`src/rtl/car_lanes.sv`:
```
// car_lanes: a row of independent cars that step left or right once per
// movement tick, wrapping around a fixed position modulus.
module car_lanes #(
  parameter int unsigned               NUM_CARS   = 8,
  parameter int unsigned               X_W        = 10,
  parameter int unsigned               TICK_DIV   = 2500000,
  parameter int unsigned               WRAP       = 672,
  parameter logic [NUM_CARS*X_W-1:0]   INIT_X     = '0,
  parameter logic [NUM_CARS*4-1:0]     BASE_SPEED = {NUM_CARS{4'd1}},
  parameter logic [NUM_CARS-1:0]       DIR_LEFT   = NUM_CARS'(8'b10101010)
) (
  input  logic                        CLK,
  input  logic                        RST,
  input  logic                        enable,
  input  logic                        restart,
  input  logic [1:0]                  level,
  output logic [NUM_CARS*X_W-1:0]     car_x,
  output logic                        tick
);

  localparam int unsigned CNT_W  = (TICK_DIV > 1) ? $clog2(TICK_DIV) : 1;
  localparam int unsigned STEP_W = 6;
  localparam int unsigned SUM_W  = X_W + 1;

  localparam logic [CNT_W-1:0] CNT_LAST = CNT_W'(TICK_DIV - 1);
  localparam logic [SUM_W-1:0] WRAP_S   = SUM_W'(WRAP);

  logic [CNT_W-1:0]          cnt_q, cnt_d;
  logic [NUM_CARS*X_W-1:0]   car_q, car_d;
  logic [NUM_CARS*X_W-1:0]   car_move;
  logic                      tick_q, tick_d;
  logic                      update;
  logic [STEP_W-1:0]         mult;

  // Update fires on the last enabled divider cycle
  assign update = enable && (cnt_q == CNT_LAST);
  assign mult   = STEP_W'(level) + STEP_W'(1);

  // Per-car candidate position for the coming update edge
  for (genvar g = 0; g < NUM_CARS; g++) begin : g_car
    logic [X_W-1:0]    x;
    logic [STEP_W-1:0] step;
    logic [SUM_W-1:0]  fwd;
    logic [SUM_W-1:0]  back;
    logic [X_W-1:0]    nxt;

    // Wrap-around step in either direction using an X_W+1 bit intermediate
    always_comb begin
      x    = car_q[g*X_W +: X_W];
      step = STEP_W'(BASE_SPEED[g*4 +: 4]) * mult;
      fwd  = SUM_W'(x) + SUM_W'(step);
      back = SUM_W'(x) + WRAP_S - SUM_W'(step);
      nxt  = x;
      if (DIR_LEFT[g]) begin
        if (SUM_W'(x) >= SUM_W'(step)) nxt = X_W'(SUM_W'(x) - SUM_W'(step));
        else                           nxt = X_W'(back);
      end else begin
        if (fwd >= WRAP_S) nxt = X_W'(fwd - WRAP_S);
        else               nxt = X_W'(fwd);
      end
    end

    assign car_move[g*X_W +: X_W] = nxt;
  end

  // Next state: restart dominates, otherwise count and move on the last count
  always_comb begin
    cnt_d  = cnt_q;
    car_d  = car_q;
    tick_d = 1'b0;
    if (restart) begin
      car_d = INIT_X;
      cnt_d = '0;
    end else if (update) begin
      cnt_d  = '0;
      car_d  = car_move;
      tick_d = 1'b1;
    end else if (enable) begin
      cnt_d = cnt_q + CNT_W'(1);
    end
  end

  // State registers with asynchronous reset to the start positions
  always_ff @(posedge CLK or posedge RST) begin
    if (RST) begin
      cnt_q  <= '0;
      car_q  <= INIT_X;
      tick_q <= 1'b0;
    end else begin
      cnt_q  <= cnt_d;
      car_q  <= car_d;
      tick_q <= tick_d;
    end
  end

  assign car_x = car_q;
  assign tick  = tick_q;

endmodule

```
`config.mk`:
```
export PLATFORM = sky130hd
export DESIGN_NAME = car_lanes
export DESIGN_NICKNAME = d
export VERILOG_FILES = /design/src/rtl/car_lanes.sv
export SDC_FILE = /design/constraint.sdc
export NUM_CORES = 1
export LEC_CHECK = 0
export CAP_MARGIN = 20
export CORE_MARGIN = 4
export CORE_UTILIZATION = 53
export DETAILED_ROUTE_END_ITERATION = 10
export PLACE_DENSITY = 0.76
export SKIP_LAST_GASP = 1
export SLEW_MARGIN = 15
export SYNTH_ARGS = -nofsm -noshare
export SYNTH_HDL_FRONTEND = slang
export SYNTH_SLANG_ARGS = --single-unit
```
`constraint.sdc`:
```
create_clock -name CLK -period 3.4 [get_ports CLK]
set_input_delay 0.68 -clock CLK [delete_from_list [all_inputs] [get_ports CLK]]
set_output_delay 0.68 -clock CLK [all_outputs]
set_load 0.05 [all_outputs]
```
==> results of run 1 <==
==> state kept, by name, summed over array words and instances (netlist names) <==
register / count
car_x: 80
cnt_q: 22
tick: 1
==> cell usage after synthesis (13+ instances only) <==
| cell | number |
|---|---|
| sky130_fd_sc_hd__nand2_1 | 88 |
| sky130_fd_sc_hd__inv_1 | 90 |
| sky130_fd_sc_hd__dfrtp_1 | 103 |
| sky130_fd_sc_hd__or3_1 | 21 |
| sky130_fd_sc_hd__a21oi_1 | 73 |
| sky130_fd_sc_hd__nand2b_1 | 20 |
| sky130_fd_sc_hd__a21o_1 | 14 |
| sky130_fd_sc_hd__xor2_1 | 41 |
| sky130_fd_sc_hd__o211ai_1 | 13 |
| sky130_fd_sc_hd__xnor2_1 | 43 |
| sky130_fd_sc_hd__fa_1 | 16 |
| sky130_fd_sc_hd__nand3_1 | 37 |
| sky130_fd_sc_hd__nor2_1 | 105 |
| sky130_fd_sc_hd__ha_1 | 86 |
| sky130_fd_sc_hd__clkbuf_1 | 43 |
| sky130_fd_sc_hd__o21ai_0 | 66 |
| sky130_fd_sc_hd__a211oi_1 | 27 |
| sky130_fd_sc_hd__nand4_1 | 20 |
==> timing repair <==
item,4_1_cts,5_1_grt
pin swaps,26,46
gates resized for setup,36,69
buffers inserted,28,8
endpoints found under the setup margin,46,35
==> power by group through the flow <==
| stage | Sequential, W | Combinational [W] | Clock, W |
|---|---|---|---|
| after floorplan | 0.00127 | 0.000242 | 0 |
| after global placement | 0.00126 | 0.000417 | 0 |
| after detailed placement | 0.00126 | 0.000427 | 0 |
| after CTS | 0.00124 | 0.000436 | 0.00101 |
| after global routing | 0.00124 | 0.000522 | 0.00106 |
| final | 0.00124 | 0.000477 | 0.00100 |
==> metrics by stage <==
step / power (W) / cell area, µm² / hold slack [ns]
CTS: 0.00269 / 11900 / 0.550
floorplan: 0.00151 / 9230 / 0.504
global placement: 0.00168 / 11300 / 0.521
global route: 0.00282 / 12300 / 0.592
finish: 0.00272 / 12300 / 0.542
detailed placement: 0.00169 / 11300 / 0.533
==> worst min-delay path by stage <==
| stage | startpoint | to | slack, ns | depth (start not counted) |
|---|---|---|---|---|
| after floorplan | cnt_q[21] | cnt_q[21] | 0.50 | 2 |
| after global placement | cnt_q[21] | cnt_q[21] | 0.52 | 2 |
| after detailed placement | cnt_q[21] | cnt_q[21] | 0.53 | 2 |
| after CTS | cnt_q[21] | cnt_q[21] | 0.55 | 2 |
| after global routing | cnt_q[1] | cnt_q[1] | 0.59 | 2 |
| final | cnt_q[21] | cnt_q[21] | 0.54 | 2 |
==> worst max-delay path, cell delays in order <==
cell and delay [ns]:
sky130_fd_sc_hd__buf_8 0.10, sky130_fd_sc_hd__buf_6 0.12, sky130_fd_sc_hd__inv_4 0.07, sky130_fd_sc_hd__ha_4 0.14
sky130_fd_sc_hd__inv_2 0.04, sky130_fd_sc_hd__fa_2 0.35, sky130_fd_sc_hd__o21a_1 0.20, sky130_fd_sc_hd__nor2_2 0.14
sky130_fd_sc_hd__xor2_2 0.20, sky130_fd_sc_hd__inv_2 0.07, sky130_fd_sc_hd__ha_4 0.18, sky130_fd_sc_hd__nor3b_4 0.21
sky130_fd_sc_hd__o21ai_2 0.10, sky130_fd_sc_hd__a311oi_2 0.31, sky130_fd_sc_hd__o21ba_4 0.21, sky130_fd_sc_hd__a32oi_2 0.21
sky130_fd_sc_hd__xnor2_1 0.11, sky130_fd_sc_hd__or3_1 0.34, sky130_fd_sc_hd__a21oi_2 0.13
==> routing by layer <==
metal	vias to the layer above	GRT usage	share of wire
met1	4433	0.335	0.43
met2	331	0.448	0.49
li1	4352	-	-
met4	0	0.0819	0.022
met3	52	0.0401	0.057
met5	-	0	0
==> logic make-up (layout without fill, tap and decap cells) <==
kind of cell,count (synthesis),count (layout),share of synthesized area
multiplexers,15,15,0.0175
AO/OA/AOI/OAI,281,281,0.198
buffers and inverters,139,377,0.0574
XOR/XNOR,85,85,0.0823
adder cells (fa/ha/maj),102,102,0.153
flip-flops,103,103,0.282
AND/OR/NAND/NOR,381,381,0.209
==> final cells by class <==
type / count / area [µm²] / area share
clock buffer: 12 / 246 / 0.0201
inverter: 90 / 350 / 0.0286
multi-input combinational: 864 / 6480 / 0.528
sequential: 103 / 2580 / 0.210
clock inverter: 3 / 20.0 / 0.00163
tap: 220 / 275 / 0.0225
timing repair buffer: 272 / 2310 / 0.188
==> flow_metrics.env, run 1 <==
export IMPL_run_status="finished with violations"
export IMPL_failing_checks="setup timing"
export IMPL_worstPathRequired_ns=3.69
export IMPL_synth_edf_count=0
export IMPL_critPathMaxFanout=3
export IMPL_global_route_wire_length_before_repair_um=42400
export IMPL_grt_pass1_vias=8785
export IMPL_num_vias=9168
export IMPL_max_freq_mhz=275
export IMPL_swShare=0.279
export IMPL_n_antenna_cell=0
export IMPL_synth_net_count=1214
export IMPL_cellPowerDensity_nw_per_um2=222
export IMPL_finalCritPeriodShare=1.07
export IMPL_cts_sinks=103
export IMPL_timing_final_ws_setup_ns=-0.241
export IMPL_final_hold_viol_count=0
export IMPL_power_report_internal_total_w=0.00196
export IMPL_worst_clock_skew_ns=0.0130
export IMPL_detail_route_iter0_violations=646
export IMPL_floorplan_die_area_um2=19400
export IMPL_synth_avg_cell_area_um2=8.26
export IMPL_critPathLaunch="level[0]"
export IMPL_viasPerCell=5.86
export IMPL_dpl_cell_count=1514
export IMPL_ir_drop_mv=0.236
export IMPL_gr_total_overflow=0
export IMPL_boundaryPins=87
export IMPL_clockPowerShare=0.369
export IMPL_holdBufCountCts=0
export IMPL_final_cell_count_no_fill=1564
export IMPL_overall_global_routing_usage=0.259
export IMPL_crit_reg2reg_capture="car_x[48]"
export IMPL_drt_drc_violations_left=0
export IMPL_tritoncts="done"
export IMPL_grt_antenna_before_repair=0
export IMPL_synth_cell_types=71
export IMPL_area_delta_synth_final_pct=34.2
export IMPL_post_synth_top_area_cell="sky130_fd_sc_hd__dfrtp_1"
export IMPL_layout_cells_most_common="sky130_fd_sc_hd__buf_4"
export IMPL_cp_data_arrival_time_ns=3.93
export IMPL_asr_flop_ratio_synth=1.00
export IMPL_clock_insertion_delay_at_the_later_pin_of_the_skew_report_ns=0.37
export IMPL_drv_cap=0
export IMPL_min_period_ns=3.64
export IMPL_most_area_consuming_cells_after_synthesis="sky130_fd_sc_hd__dfrtp_1 (28%), sky130_fd_sc_hd__ha_1 (12%), sky130_fd_sc_hd__nor2_1 (4.3%), sky130_fd_sc_hd__xnor2_1 (4.1%), sky130_fd_sc_hd__a21oi_1 (4.0%)"
export IMPL_dpl_worst_slack_ns=-1.01
export IMPL_ff2ff_path_depth=16
export IMPL_site_row_count=47
export IMPL_post_synth_inst_count=1106
export IMPL_most_common_layout_cells="sky130_fd_sc_hd__buf_4 (181), sky130_fd_sc_hd__nor2_1 (104), sky130_fd_sc_hd__dfrtp_1 (103)"
export IMPL_setup_crit_path_kind="input port to flop"
export IMPL_worstSetupEndpointType="flop"
export IMPL_drive_gt1_frac=0.225
export IMPL_synth_top_flop_cell="sky130_fd_sc_hd__dfrtp_1"
export IMPL_synth_yosys_warnings=0
export IMPL_switchingPower_w=0.000757
export IMPL_holdCritPathClass="flop to flop"
export IMPL_maxSlewViolCount=0
export IMPL_root_buffer="sky130_fd_sc_hd__clkbuf_16"
export IMPL_syn_area_um2=9130
export IMPL_place_port_buffers=86
export IMPL_final_core_util=0.731
export IMPL_place_congestion=0.900
export IMPL_final_setup_violation_count=14
export IMPL_cts_clk_slew_worst_paths_ns=0.07
export IMPL_r2r_start="car_x[40]"
export IMPL_pwr_share_comb=0.176
export IMPL_grt_max_degree=51
export IMPL_fill_cells=1268
export IMPL_setup_tns_final_ns=-1.21
export IMPL_postSynthRegisterBits=103
export IMPL_placeableCoreArea_um2=16800
export IMPL_dieHeight_um=139
export IMPL_place_hpwl_um=18200
export IMPL_nNetsFinal=1448
export IMPL_worstSetupStartpointType="input port"
export IMPL_share_seq_of_total_power=0.455
export IMPL_leakagePower_nw=5.21
export IMPL_cts_buffers=9
export IMPL_endpoint="car_x[48]"
export IMPL_drt_first_pass_iters=5
export IMPL_netlist_area_leader_share=0.282
export IMPL_rsz0062_at_grt="yes"
export IMPL_headroom_to_the_max_slew_limit=0.595
export IMPL_postRouteWirelength_um=27000
export IMPL_detail_route_wl_per_cell_um=17.2
export IMPL_r2r_slack_ns=-0.10
export IMPL_antenna_violating_nets_post_route=0
export IMPL_initial_core_util=0.545
export IMPL_cts_htree_levels=3
export IMPL_synth_yosys_seq_area_share=0.282
export IMPL_tightest_slew_ns=0.608
export IMPL_die_w_um=139
export IMPL_clock_path_buffers=2
Power figures use the tool's default switching activity.
==> run 2: changes to the inputs <==
Settings changed: CELL_PAD_IN_SITES_DETAIL_PLACEMENT from default to 0, CELL_PAD_IN_SITES_GLOBAL_PLACEMENT from default to 1, CORE_MARGIN 4 to 8, CORE_UTILIZATION 53 to 40.
==> run 2 against run 1 <==
  * The run still ends with setup timing left
  * Cell area is 0.11% lower
  * Critical endpoint is now car_x[25]
  * Clock power up 26%
  * Worst setup slack improved by 0.041 ns
  * Critical path type unchanged
  * Flip-flop and latch count is the same
==> flow_metrics.env, run 2 (synthesized netlist as in run 1, its figures left out) <==
export IMPL_run_status="finished with violations"
export IMPL_failing_checks="setup timing"
export IMPL_seq_area_um2=2580
export IMPL_worst_clock_skew_ns=0.0107
export IMPL_ff2ff_path_depth=16
export IMPL_max_freq_mhz=278
export IMPL_dieHeight_um=167
export IMPL_viasPerCell=5.43
export IMPL_place_port_buffers=86
export IMPL_final_hold_viol_count=0
export IMPL_cellPowerDensity_nw_per_um2=241
export IMPL_cts_htree_levels=3
export IMPL_critPathMaxStageDelay_ns=0.36
export IMPL_nNetsFinal=1433
export IMPL_root_buffer="sky130_fd_sc_hd__clkbuf_16"
export IMPL_crit_reg2reg_capture="car_x[48]"
export IMPL_r2r_start="car_x[40]"
export IMPL_clock_insertion_delay_at_the_later_pin_of_the_skew_report_ns=0.36
export IMPL_timing_final_ws_setup_ns=-0.200
export IMPL_layout_cells_most_common="sky130_fd_sc_hd__buf_4"
export IMPL_critPathMaxFanout=4
export IMPL_num_vias=8764
export IMPL_clock_path_buffers=2
export IMPL_final_setup_violation_count=10
export IMPL_ir_drop_mv=0.218
export IMPL_leakagePower_nw=5.18
export IMPL_rsz0062_at_grt="yes"
export IMPL_most_common_layout_cells="sky130_fd_sc_hd__buf_4 (166), sky130_fd_sc_hd__nor2_1 (103), sky130_fd_sc_hd__dfrtp_1 (103)"
export IMPL_die_w_um=167
export IMPL_gr_total_overflow=0
export IMPL_holdCritPathClass="flop to flop"
export IMPL_worst_path_buf_inv=5
export IMPL_place_congestion=0.885
export IMPL_grt_max_degree=53
export IMPL_antenna_violating_nets_post_route=0
export IMPL_area_delta_synth_final_pct=34.0
export IMPL_boundaryPins=87
export IMPL_cts_buffers=9
export IMPL_setup_crit_path_kind="input port to flop"
export IMPL_detail_route_wl_per_cell_um=16.5
export IMPL_worst_path_dominant_cell_family="adder cells"
export IMPL_min_path_cells=2
export IMPL_maxSlewViolCount=0
export IMPL_drv_cap=0
export IMPL_hold_path_startpoint="cnt_q[21]"
export IMPL_tritoncts="done"
export IMPL_tightest_slew_ns=0.668
export IMPL_n_antenna_cell=0
export IMPL_cp_cell_sequence="buf_8, ha_4, clkinvlp_4, buf_4, buf_4, fa_2, o21ai_4, nand2_2, xnor2_2, ha_2, nor4bb_1, mux2i_1, o211ai_1, o32ai_2, buf_4, o41ai_2, mux2i_1, mux2_2"
export IMPL_place_hpwl_um=19100
export IMPL_finalCritPeriodShare=1.06
export IMPL_worstPathRequired_ns=3.65
export IMPL_cpMaxStageDelayCell="sky130_fd_sc_hd__fa_2"
export IMPL_cts_sinks=103
export IMPL_floorplan_die_area_um2=27900
export IMPL_detail_route_iter0_violations=457
export IMPL_worstSetupStartpointType="input port"
export IMPL_final_cell_count_no_fill=1615
export IMPL_cp_data_arrival_time_ns=3.86
export IMPL_min_delay_worst_endpoint="cnt_q[21]"
export IMPL_critical_path_most_common_cell="sky130_fd_sc_hd__buf_4"
export IMPL_grt_pass1_vias=8768
export IMPL_dpl_cell_count=1580
export IMPL_drt_drc_violations_left=0
export IMPL_largest_register_ffs=80
export IMPL_min_period_ns=3.60
export IMPL_drive_gt1_frac=0.214
export IMPL_grt_antenna_before_repair=0
export IMPL_cts_clk_slew_worst_paths_ns=0.08
export IMPL_headroom_to_the_max_slew_limit=0.555
export IMPL_global_route_wire_length_before_repair_um=44100
export IMPL_r2r_slack_ns=0.02
export IMPL_initial_core_util=0.406
export IMPL_final_hold_worst_slack_ns=0.549
export IMPL_area_of_the_multi_input_gates_um2=6400
export IMPL_drt_first_pass_iters=5
export IMPL_overall_global_routing_usage=0.190
export IMPL_placeableCoreArea_um2=22500
export IMPL_worstSetupEndpointType="flop"
export IMPL_fill_cells=2060
export IMPL_site_row_count=55
export IMPL_holdBufCountCts=0
export IMPL_postRouteWirelength_um=26700
[run 2: repair_timing]
action,CTS,global route
buffers inserted,13,6
pin swaps,21,28
gates resized for setup,38,47
cloned,0,0
endpoints found under the hold margin,0,0
endpoints found under the setup margin,48,30
[run 2: per-layer routing]
metal / part of all wire / vias to the layer above / GRT usage
met2: 0.48 / 166 / 0.328
met5: 0 / - / 0
met1: 0.46 / 4239 / 0.239
met4: 0.019 / 0 / 0.0580
li1: - / 4328 / -
met3: 0.041 / 31 / 0.0334
[run 2: how the worst max path moves through the flow]
stage,from,to,slack (ns),depth (start not counted)
6_report,level[0],car_x[25],-0.20,18
5_1_grt,level[0],car_x[48],-0.34,17
4_1_cts,level[0],car_x[48],-0.18,17
3_5_place_dp,level[0],car_x[48],-1.04,19
3_3_place_gp,level[0],car_x[48],-0.85,19
2_1_floorplan,level[1],car_x[48],-0.53,16
[run 2: tightest hold or removal path: stages (launching register included)]
cell,delay (ns)
sky130_fd_sc_hd__dfrtp_1,0.36
sky130_fd_sc_hd__xor2_1,0.07
sky130_fd_sc_hd__nor2_1,0.08
[run 2: final cells by class]
type	count	area share
inverters	90	0.0283
flip-flops and latches	103	0.211
clock inverters	6	0.00940
clock buffers	10	0.0195
repair buffers	257	0.180
well taps	285	0.0291
multi-input cells	864	0.523
[run 2: per-stage QoR]
step	setup slack, ns	total power, W	utilization	area (µm²)	TNS [ns]
after floorplan	-0.532	0.00151	-	9230	-4.12
after global placement	-0.853	0.00169	0.508	11400	-31.55
after detailed placement	-1.04	0.00169	0.508	11400	-34.34
after CTS	-0.175	0.00298	0.533	12000	-0.614
after global routing	-0.341	0.00309	0.544	12200	-3.02
final	-0.200	0.00295	0.544	12200	-0.737
[run 2: power by group]
part           switching [W]  internal [W]  leakage (nW)
Combinational       0.000254      0.000206          3.57
Clock               0.000514      0.000745         0.169
Sequential        0.00000850       0.00123          1.43
